<file path="src/rtl/multi_dir_signal_ctrl.sv">
`default_nettype none
// ============================================================================
// Module   : multi_dir_signal_ctrl
// Purpose  : Timed, demand-actuated traffic-signal sequencer for NUM_DIR
//            approaches with rest-in-green and flashing-yellow mode.
// Revision : 1.0 - initial release
// ============================================================================
module multi_dir_signal_ctrl #(
    parameter int NUM_DIR    = 4,
    parameter int GREEN_CYC  = 16,
    parameter int YELLOW_CYC = 4,
    parameter int ALLRED_CYC = 2,
    parameter int FLASH_HALF = 8,
    parameter int TMR_W      = 8,
    localparam int DIR_W     = (NUM_DIR > 1) ? $clog2(NUM_DIR) : 1
) (
    input  logic               clk,
    input  logic               rst_n,
    input  logic               enable,
    input  logic               flash_mode,
    input  logic [NUM_DIR-1:0] demand,
    output logic [NUM_DIR-1:0] red,
    output logic [NUM_DIR-1:0] yellow,
    output logic [NUM_DIR-1:0] green,
    output logic [DIR_W-1:0]   active_dir,
    output logic [1:0]         phase
);

    localparam logic [1:0] c_ph_allred = 2'd0;
    localparam logic [1:0] c_ph_green  = 2'd1;
    localparam logic [1:0] c_ph_yellow = 2'd2;
    localparam logic [1:0] c_ph_flash  = 2'd3;

    localparam logic [TMR_W-1:0] c_green_ld  = TMR_W'(GREEN_CYC - 1);
    localparam logic [TMR_W-1:0] c_yellow_ld = TMR_W'(YELLOW_CYC - 1);
    localparam logic [TMR_W-1:0] c_allred_ld = TMR_W'(ALLRED_CYC - 1);
    localparam logic [TMR_W-1:0] c_flash_ld  = TMR_W'(FLASH_HALF - 1);
    localparam logic [DIR_W-1:0] c_last_dir  = DIR_W'(NUM_DIR - 1);

    logic [1:0]         r_phase;
    logic [TMR_W-1:0]   r_timer;
    logic [DIR_W-1:0]   r_active;
    logic               r_flash_on;
    logic [TMR_W-1:0]   r_flash_cnt;
    logic [NUM_DIR-1:0] r_red;
    logic [NUM_DIR-1:0] r_yellow;
    logic [NUM_DIR-1:0] r_green;

    logic [1:0]         w_phase_nxt;
    logic [TMR_W-1:0]   w_timer_nxt;
    logic [DIR_W-1:0]   w_active_nxt;
    logic               w_flash_on_nxt;
    logic [TMR_W-1:0]   w_flash_cnt_nxt;
    logic [NUM_DIR-1:0] w_red_nxt;
    logic [NUM_DIR-1:0] w_yellow_nxt;
    logic [NUM_DIR-1:0] w_green_nxt;

    logic [DIR_W-1:0]   w_sel_dir;
    logic [NUM_DIR-1:0] w_active_oh;
    logic [NUM_DIR-1:0] w_next_oh;
    logic               w_rest;
    logic               w_tmr_zero;
    int                 w_best_dist;
    int                 w_dist;

    // Pick the demanding direction nearest after the active one in rotation
    // order; the active direction itself sits at distance NUM_DIR (last).
    always_comb begin
        w_sel_dir   = (r_active == c_last_dir) ? '0 : r_active + DIR_W'(1);
        w_best_dist = NUM_DIR + 1;
        w_dist      = 0;
        for (int i = 0; i < NUM_DIR; i++) begin
            if (demand[i]) begin
                w_dist = (i > int'(r_active)) ? (i - int'(r_active))
                                              : (i + NUM_DIR - int'(r_active));
                if (w_dist < w_best_dist) begin
                    w_best_dist = w_dist;
                    w_sel_dir   = DIR_W'(i);
                end
            end
        end
    end

    always_comb begin
        w_active_oh = '0;
        for (int i = 0; i < NUM_DIR; i++) begin
            w_active_oh[i] = (r_active == DIR_W'(i));
        end
    end

    assign w_rest     = (demand == w_active_oh);
    assign w_tmr_zero = (r_timer == '0);

    // State register, lamp registers included
    always_ff @(posedge clk or negedge rst_n) begin
        if (!rst_n) begin
            r_phase     <= c_ph_allred;
            r_timer     <= c_allred_ld;
            r_active    <= c_last_dir;
            r_flash_on  <= 1'b1;
            r_flash_cnt <= c_flash_ld;
            r_red       <= '1;
            r_yellow    <= '0;
            r_green     <= '0;
        end else begin
            r_phase     <= w_phase_nxt;
            r_timer     <= w_timer_nxt;
            r_active    <= w_active_nxt;
            r_flash_on  <= w_flash_on_nxt;
            r_flash_cnt <= w_flash_cnt_nxt;
            r_red       <= w_red_nxt;
            r_yellow    <= w_yellow_nxt;
            r_green     <= w_green_nxt;
        end
    end

    // Next-state logic
    always_comb begin
        w_phase_nxt     = r_phase;
        w_timer_nxt     = r_timer;
        w_active_nxt    = r_active;
        w_flash_on_nxt  = r_flash_on;
        w_flash_cnt_nxt = r_flash_cnt;
        case (r_phase)
            c_ph_allred: begin
                if (enable) begin
                    if (!w_tmr_zero) begin
                        w_timer_nxt = r_timer - TMR_W'(1);
                    end else if (flash_mode) begin
                        w_phase_nxt     = c_ph_flash;
                        w_flash_on_nxt  = 1'b1;
                        w_flash_cnt_nxt = c_flash_ld;
                    end else begin
                        w_phase_nxt  = c_ph_green;
                        w_active_nxt = w_sel_dir;
                        w_timer_nxt  = c_green_ld;
                    end
                end
            end
            c_ph_green: begin
                if (enable) begin
                    if (flash_mode || (w_tmr_zero && !w_rest)) begin
                        w_phase_nxt = c_ph_yellow;
                        w_timer_nxt = c_yellow_ld;
                    end else if (w_tmr_zero) begin
                        w_timer_nxt = c_green_ld;
                    end else begin
                        w_timer_nxt = r_timer - TMR_W'(1);
                    end
                end
            end
            c_ph_yellow: begin
                if (enable) begin
                    if (w_tmr_zero) begin
                        w_phase_nxt = c_ph_allred;
                        w_timer_nxt = c_allred_ld;
                    end else begin
                        w_timer_nxt = r_timer - TMR_W'(1);
                    end
                end
            end
            c_ph_flash: begin
                if (enable) begin
                    if (!flash_mode) begin
                        w_phase_nxt = c_ph_allred;
                        w_timer_nxt = c_allred_ld;
                    end else if (r_flash_cnt == '0) begin
                        w_flash_on_nxt  = ~r_flash_on;
                        w_flash_cnt_nxt = c_flash_ld;
                    end else begin
                        w_flash_cnt_nxt = r_flash_cnt - TMR_W'(1);
                    end
                end
            end
            default: begin
                w_phase_nxt = c_ph_allred;
                w_timer_nxt = c_allred_ld;
            end
        endcase
    end

    // Lamps are decoded from the next state so they change with the phase
    always_comb begin
        w_next_oh = '0;
        for (int i = 0; i < NUM_DIR; i++) begin
            w_next_oh[i] = (w_active_nxt == DIR_W'(i));
        end
        w_red_nxt    = '1;
        w_yellow_nxt = '0;
        w_green_nxt  = '0;
        case (w_phase_nxt)
            c_ph_green: begin
                w_green_nxt = w_next_oh;
                w_red_nxt   = ~w_next_oh;
            end
            c_ph_yellow: begin
                w_yellow_nxt = w_next_oh;
                w_red_nxt    = ~w_next_oh;
            end
            c_ph_flash: begin
                w_red_nxt    = '0;
                w_yellow_nxt = {NUM_DIR{w_flash_on_nxt}};
            end
            default: begin
                w_red_nxt = '1;
            end
        endcase
    end

    assign red        = r_red;
    assign yellow     = r_yellow;
    assign green      = r_green;
    assign active_dir = r_active;
    assign phase      = r_phase;

endmodule
`default_nettype wire

</file>
<file path="config.mk">
export PLATFORM = sky130hd
export DESIGN_NAME = multi_dir_signal_ctrl
export DESIGN_NICKNAME = d
export VERILOG_FILES = /design/src/rtl/multi_dir_signal_ctrl.sv
export SDC_FILE = /design/constraint.sdc
export NUM_CORES = 1
export LEC_CHECK = 0
export CORE_ASPECT_RATIO = 0.9
export CORE_MARGIN = 2
export CORE_UTILIZATION = 40
export DETAILED_ROUTE_END_ITERATION = 12
export SYNTH_ARGS = -nofsm -noshare
export SYNTH_HDL_FRONTEND = slang
export SYNTH_SLANG_ARGS = --single-unit
</file>
<file path="constraint.sdc">
create_clock -name clk -period 4.8 [get_ports clk]
set_input_delay 0.96 -clock clk [delete_from_list [all_inputs] [get_ports clk]]
set_output_delay 0.96 -clock clk [all_outputs]
set_load 0.1 [all_outputs]
</file>
* Word-level counts from Yosys, hierarchy flattened *
Index checks and enable logic that the tools add are counted.

storage, ports and cells
  word-level logic and storage cells = 121
  output and inout port bits = 16
  flip-flop bits (word level) = 33

cells by class
  order comparisons = 7
  bitwise operators = 2
  muxes and demuxes = 60
  $add $sub $neg = 10
  equality and inequality tests = 22
  reduce and logical (&&, ||, !) cells = 12

operators by type and width
  kind                                                                    number
  32-bit two-way mux                                                      9
  8-bit two-way mux                                                       16
  32-bit < comparator                                                     3
  2-bit two-way mux                                                       22
  8-bit case mux with 4 select lines                                      1
  2-bit equality test (second input constant)                             8
  8-bit logical NOT                                                       2
  2-bit != test (second input constant)                                   8
  4-bit case mux with 2 select lines                                      2
  8-bit case mux with 2 select lines                                      1
  3-bit by 2-bit subtractor with 4-bit output (first input constant)      4
  8-bit by 1-bit subtractor with 8-bit output (second input constant)     2
  6-bit AND reduction                                                     2
  2-bit by 1-bit equality test with 1-bit output (second input constant)  4
  2-bit case mux with 4 select lines                                      1
  2-bit logical NOT                                                       3
  1-bit two-way mux                                                       6
  2-bit by 2-bit subtractor with 3-bit output (first input constant)      2
  4-bit equality test                                                     1
  2-bit > comparator (first input constant)                               2
  4-bit < comparator (second input constant)                              1
  4-bit two-way mux                                                       1
  4-bit inverter                                                          1
  3-bit != test (second input constant)                                   1
  other kinds (10)                                                        10

* Depth between registers and ports, before layout *
  depth after elaboration = 20
  mapped depth = 23
  mapped depth without buffers = 23

* Least setup slack after synthesis *
Ideal clock, no wire load.

  path kind = reg2reg
  start point = reg r_active[1], in the netlist active_dir[1]
  end point = reg r_red[0], in the netlist red[0]
  path buffers = 0
  library setup time = 0.077 ns
  arrival time = 4.661 ns
  setup slack = 0.062 ns
  cell stages (with the launch flop) = 23
  cell sequence = dfstp_2 inv_1 ha_1 inv_1 ha_1 ha_1 nor2b_1 o21ai_0 nand2_1 nand2_1 o21ai_0 ha_1 nor4_1 a21o_1 a32oi_1 mux2_2 ha_1 nor2b_1 o21ai_0 a41oi_1 o31ai_2 or2_1 o21a_1

between the ends
  longest elaborated chain between the ends = 20
  elaborated cells on any way between the ends = 55
  classes of those cells = 8 x add/sub; 7 x order compare; 7 x eq/ne; 26 x mux; 1 x bitwise; 6 x reduce/logical

RTL lines
  element                                      RTL line  RTL
  start: declaration                           42        logic [DIR_W-1:0] r_active;
  start signal: assignment                     99        r_active <= c_last_dir;
  start signal: assignment                     108       r_active <= w_active_nxt;
  3-bit by 2-bit subtractor with 4-bit output  75        : (i + NUM_DIR - int'(r_active));
  4-bit < comparator                           76        if (w_dist < w_best_dist) begin
  32-bit two-way mux                           76
  32-bit two-way mux                           73        if (demand[i]) begin
  32-bit < comparator                          76
  32-bit two-way mux                           76
  32-bit two-way mux                           73
  32-bit < comparator                          76
  (+6 left out)                                -
  2-bit two-way mux (*)                        127       if (!w_tmr_zero) begin
  2-bit two-way mux (*)                        126       if (enable) begin
  2-bit two-way mux (*)                        124       case (r_phase)
  net w_active_nxt[0]                          51        logic [DIR_W-1:0] w_active_nxt;
  2-bit logical NOT (*)                        186       w_next_oh[i] = (w_active_nxt == DIR_W'(i));
  4-bit inverter (*)                           194, 198
  4-bit case mux with 2 select lines (*)       191       case (w_phase_nxt)
  net w_red_nxt[0]                             54        logic [NUM_DIR-1:0] w_red_nxt;
  end signal: assignment                       111       r_red <= w_red_nxt;
  end: declaration                             45        logic [NUM_DIR-1:0] r_red;

The timed path passes the listed nets; every way through them passes the cells marked *.
A chain may end at the register's enable or synchronous reset.

* Final worst setup path *
Ends and elaborated chain as after synthesis.

==> flow_summary_export.csv <==
group,metric,value,unit
status,outcome,"complete, no violations",
logic_synthesis,yosysWarnings,0,
logic_synthesis,ys_async_sr_fraction,100,%
sta,worstMarginPinSlew,0.986,ns
detailed_routing,post_drt_wl_per_cell,14.9,µm
setup_path,crit_path_start_kind,"flop",
layout,finalNetCount,330,
sta,finalCriticalPeriod,4.52,ns
layout,multi_input_comb_area,1550,µm²
worst_hold_path,holdPathStages,1,
die,initial_utilization,41.7,%
detailed_routing,num_vias,1999,
place,io_buffers,23,
sta,max_slew_margin,34.1,%
detailed_routing,routed-wl-met2,2.49,mm
worst_hold_path,worstHoldStart,"r_flash_cnt[7]",
detailed_routing,drc,0,
layout,fin_util,52.2,%
layout,final_common_cell,"nor2_1",
detailed_routing,dr.pass1.iters,4,
worst_hold_path,worstHoldPathType,"reg2reg",
global_routing,grt_pass1_vias,1933,
detailed_routing,via_per_inst,5.43,
layout,diodes,0,
setup_path,critPathKind,"reg2reg",
layout,mostFrequentLayoutCells,"26 x nor2_1, 22 x nand2_1, 22 x ha_1, 22 x dfrtp_1, 22 x clkdlybuf4s50_1",
logic_synthesis,synth_top_cell_by_area,"dfrtp_1",
sta,fmax,0.221,GHz
sta,rsz0062_at_grt,"false",
logic_synthesis,synth_ff_type,"dfrtp_1",
detailed_routing,ant_nets,0,
setup_path,ff2ff_path_depth,22,
run,drv_cap,0,
sta,timing.final.crit_share,94.1,%
setup_path,end_kind,"flop",
setup_path,rrSetupSlack,0.28,ns
logic_synthesis,synthCells,259,
sta,clock_skew,0.00805,ns
logic_synthesis,synth_edf_count,0,
detailed_routing,drt-total-wl,5.47,mm
logic_synthesis,seq_area_frac_synth,35.4,%
place,post-place-ws,-0.352,ns
sta,setup_violations,0,
worst_hold_path,min_delay_worst_endpoint,"r_flash_cnt[7]",
logic_synthesis,synth_nets,292,
detailed_routing,drt_first_iter_violations,125,
global_routing,grt_pass1_wl,9.11,mm
logic_synthesis,avgSynthCellArea,9.16,µm²
cts,cts_tree,"yes",
cts,clk_pin_slew,0.07,ns
cts,hold_buffers,0,
cts,htreeDepth,2,
cts,cts_made_buffers,5,
logic_synthesis,synth_top_area_share,23.2,%
sta,drv_slew,0,
die,ioPinCount,24,
layout,regArea,840,µm²
logic_synthesis,synthTopCellsByArea,"dfrtp_1 23%, ha_1 13%, dfstp_2 12%",
layout,syn_to_final_growth,25.3,%
die,rows,26,
cts,worstSkewPairLatency,0.28,ns
layout,drive_above_1_share,21.8,%
sta,setup_ws,0.282,ns
die,die_x,85.2,µm
cts,cts_sinks,33,
setup_path,r2r_end,"red[0]",
global_routing,grt_max_degree,34,
cts,clock_path_buffers,2,
logic_synthesis,syn-cell-area,2370,µm²
global_routing,grt_use_total,17.1,%
global_routing,grt_overflow,0,
setup_path,r2r_start,"active_dir[1]",
layout,fill_cells,528,
detailed_routing,drt-met1-wl,2.72,mm
die,coreArea,5690,µm²
cts,cts_root_buf,"clkbuf_8",
place,place.gp.congestion,0.911,
sta,timing.final.hold_violations,0,
die,die_h,77.1,µm
global_routing,antenna_found_initial,0,
detailed_routing,routed.top_layer,"met4",
setup_path,crit_fanout,6,
detailed_routing,wl_met3,195,µm
setup_path,critPathArrivalTime,4.73,ns
setup_path,required,5.01,ns
place,dpl.hpwl,3.84,mm
logic_synthesis,ys_ff_latch,33,
die,fp.dieArea,6570,µm²
logic_synthesis,synth.distinct_cells,60,
how the worst max path moves through the flow:
stage | startpoint | end | depth (start not counted)
floorplan | active_dir[1] | red[0] | 22
global placement | demand[0] | red[0] | 19
detailed placement | demand[0] | red[0] | 19
CTS | demand[0] | red[0] | 19
global route | active_dir[1] | red[0] | 22
finish | active_dir[1] | red[0] | 22
cell usage after synthesis (5+ instances only):
master     n
nand2_1   23
nor2_1    27
o21ai_0   18
a21oi_1   18
o21ai_1    5
o21a_1     8
inv_1     16
nor3_1     6
ha_1      25
dfstp_2   11
nand2b_1   6
dfrtp_1   22
xnor2_1    7
logic make-up (layout without fill, tap and decap cells):
group,after synthesis,count (layout),synth area share (%)
XOR/XNOR,7,7,2.58
adder cells (fa/ha/maj),25,25,13.2
flip-flops,33,33,35.4
AO/OA/AOI/OAI,81,81,22.9
multiplexers,3,3,1.53
buffers and inverters,22,61,4.53
AND/OR/NAND/NOR,88,88,19.9
sequential cells by signal, summed over array words and instances, names as in the netlist:
name / flops
r_timer: 8
active_dir: 2
r_flash_cnt: 8
r_flash_on: 1
phase: 2
red: 4
yellow: 4
green: 4
layer usage:
layer / vias up / track usage (%)
met2: 44 / 25.5
met5: - / 0
li1: 1008 / -
met3: 6 / 3.98
met4: 0 / 4.13
met1: 941 / 24.9
metrics by stage:
step           setup TNS (ns)  hold slack, ns  instance area (µm²)  instances
6_report                    0           0.520                 2970        368
3_5_place_dp            -3.16           0.507                 2720        356
4_1_cts                     0           0.521                 2840        365
3_3_place_gp            -2.69           0.504                 2720        356
5_1_grt                     0           0.561                 2970        368
2_1_floorplan               0           0.458                 2370        259
final cells by class:
cell class / count / area share, %
Clock buffer: 7 / 3.24
Clock inverter: 1 / 0.168
Inverter: 16 / 2.02
Multi-Input combinational cell: 204 / 52.0
Sequential cell: 33 / 28.2
Tap cell: 70 / 2.94
Timing Repair Buffer: 37 / 11.4
critical path: stages (launching register included):
cell     delay [ns]
dfstp_2        0.53
inv_1          0.12
ha_1           0.21
inv_1          0.06
ha_2           0.18
ha_1           0.22
nor2b_2        0.18
o21ai_2        0.18
nand2_2        0.12
nor2_2         0.14
a31oi_2        0.07
ha_4           0.20
nor4_4         0.26
and2_4         0.19
a32oi_2        0.13
mux2_4         0.32
ha_1           0.28
nor2b_1        0.13
o21ai_0        0.09
a41oi_1        0.22
o31ai_2        0.13
or2_1          0.29
o21a_1         0.18
what timing repair did:
item	in CTS	in global routing
setup endpoints to repair	2	13
cloned	0	0
buffers inserted	1	3
gates resized for setup	3	24
pin swaps	1	11
Power is not shown: default switching activity piles up to over one toggle a cycle in this logic, so the estimate is an artifact.
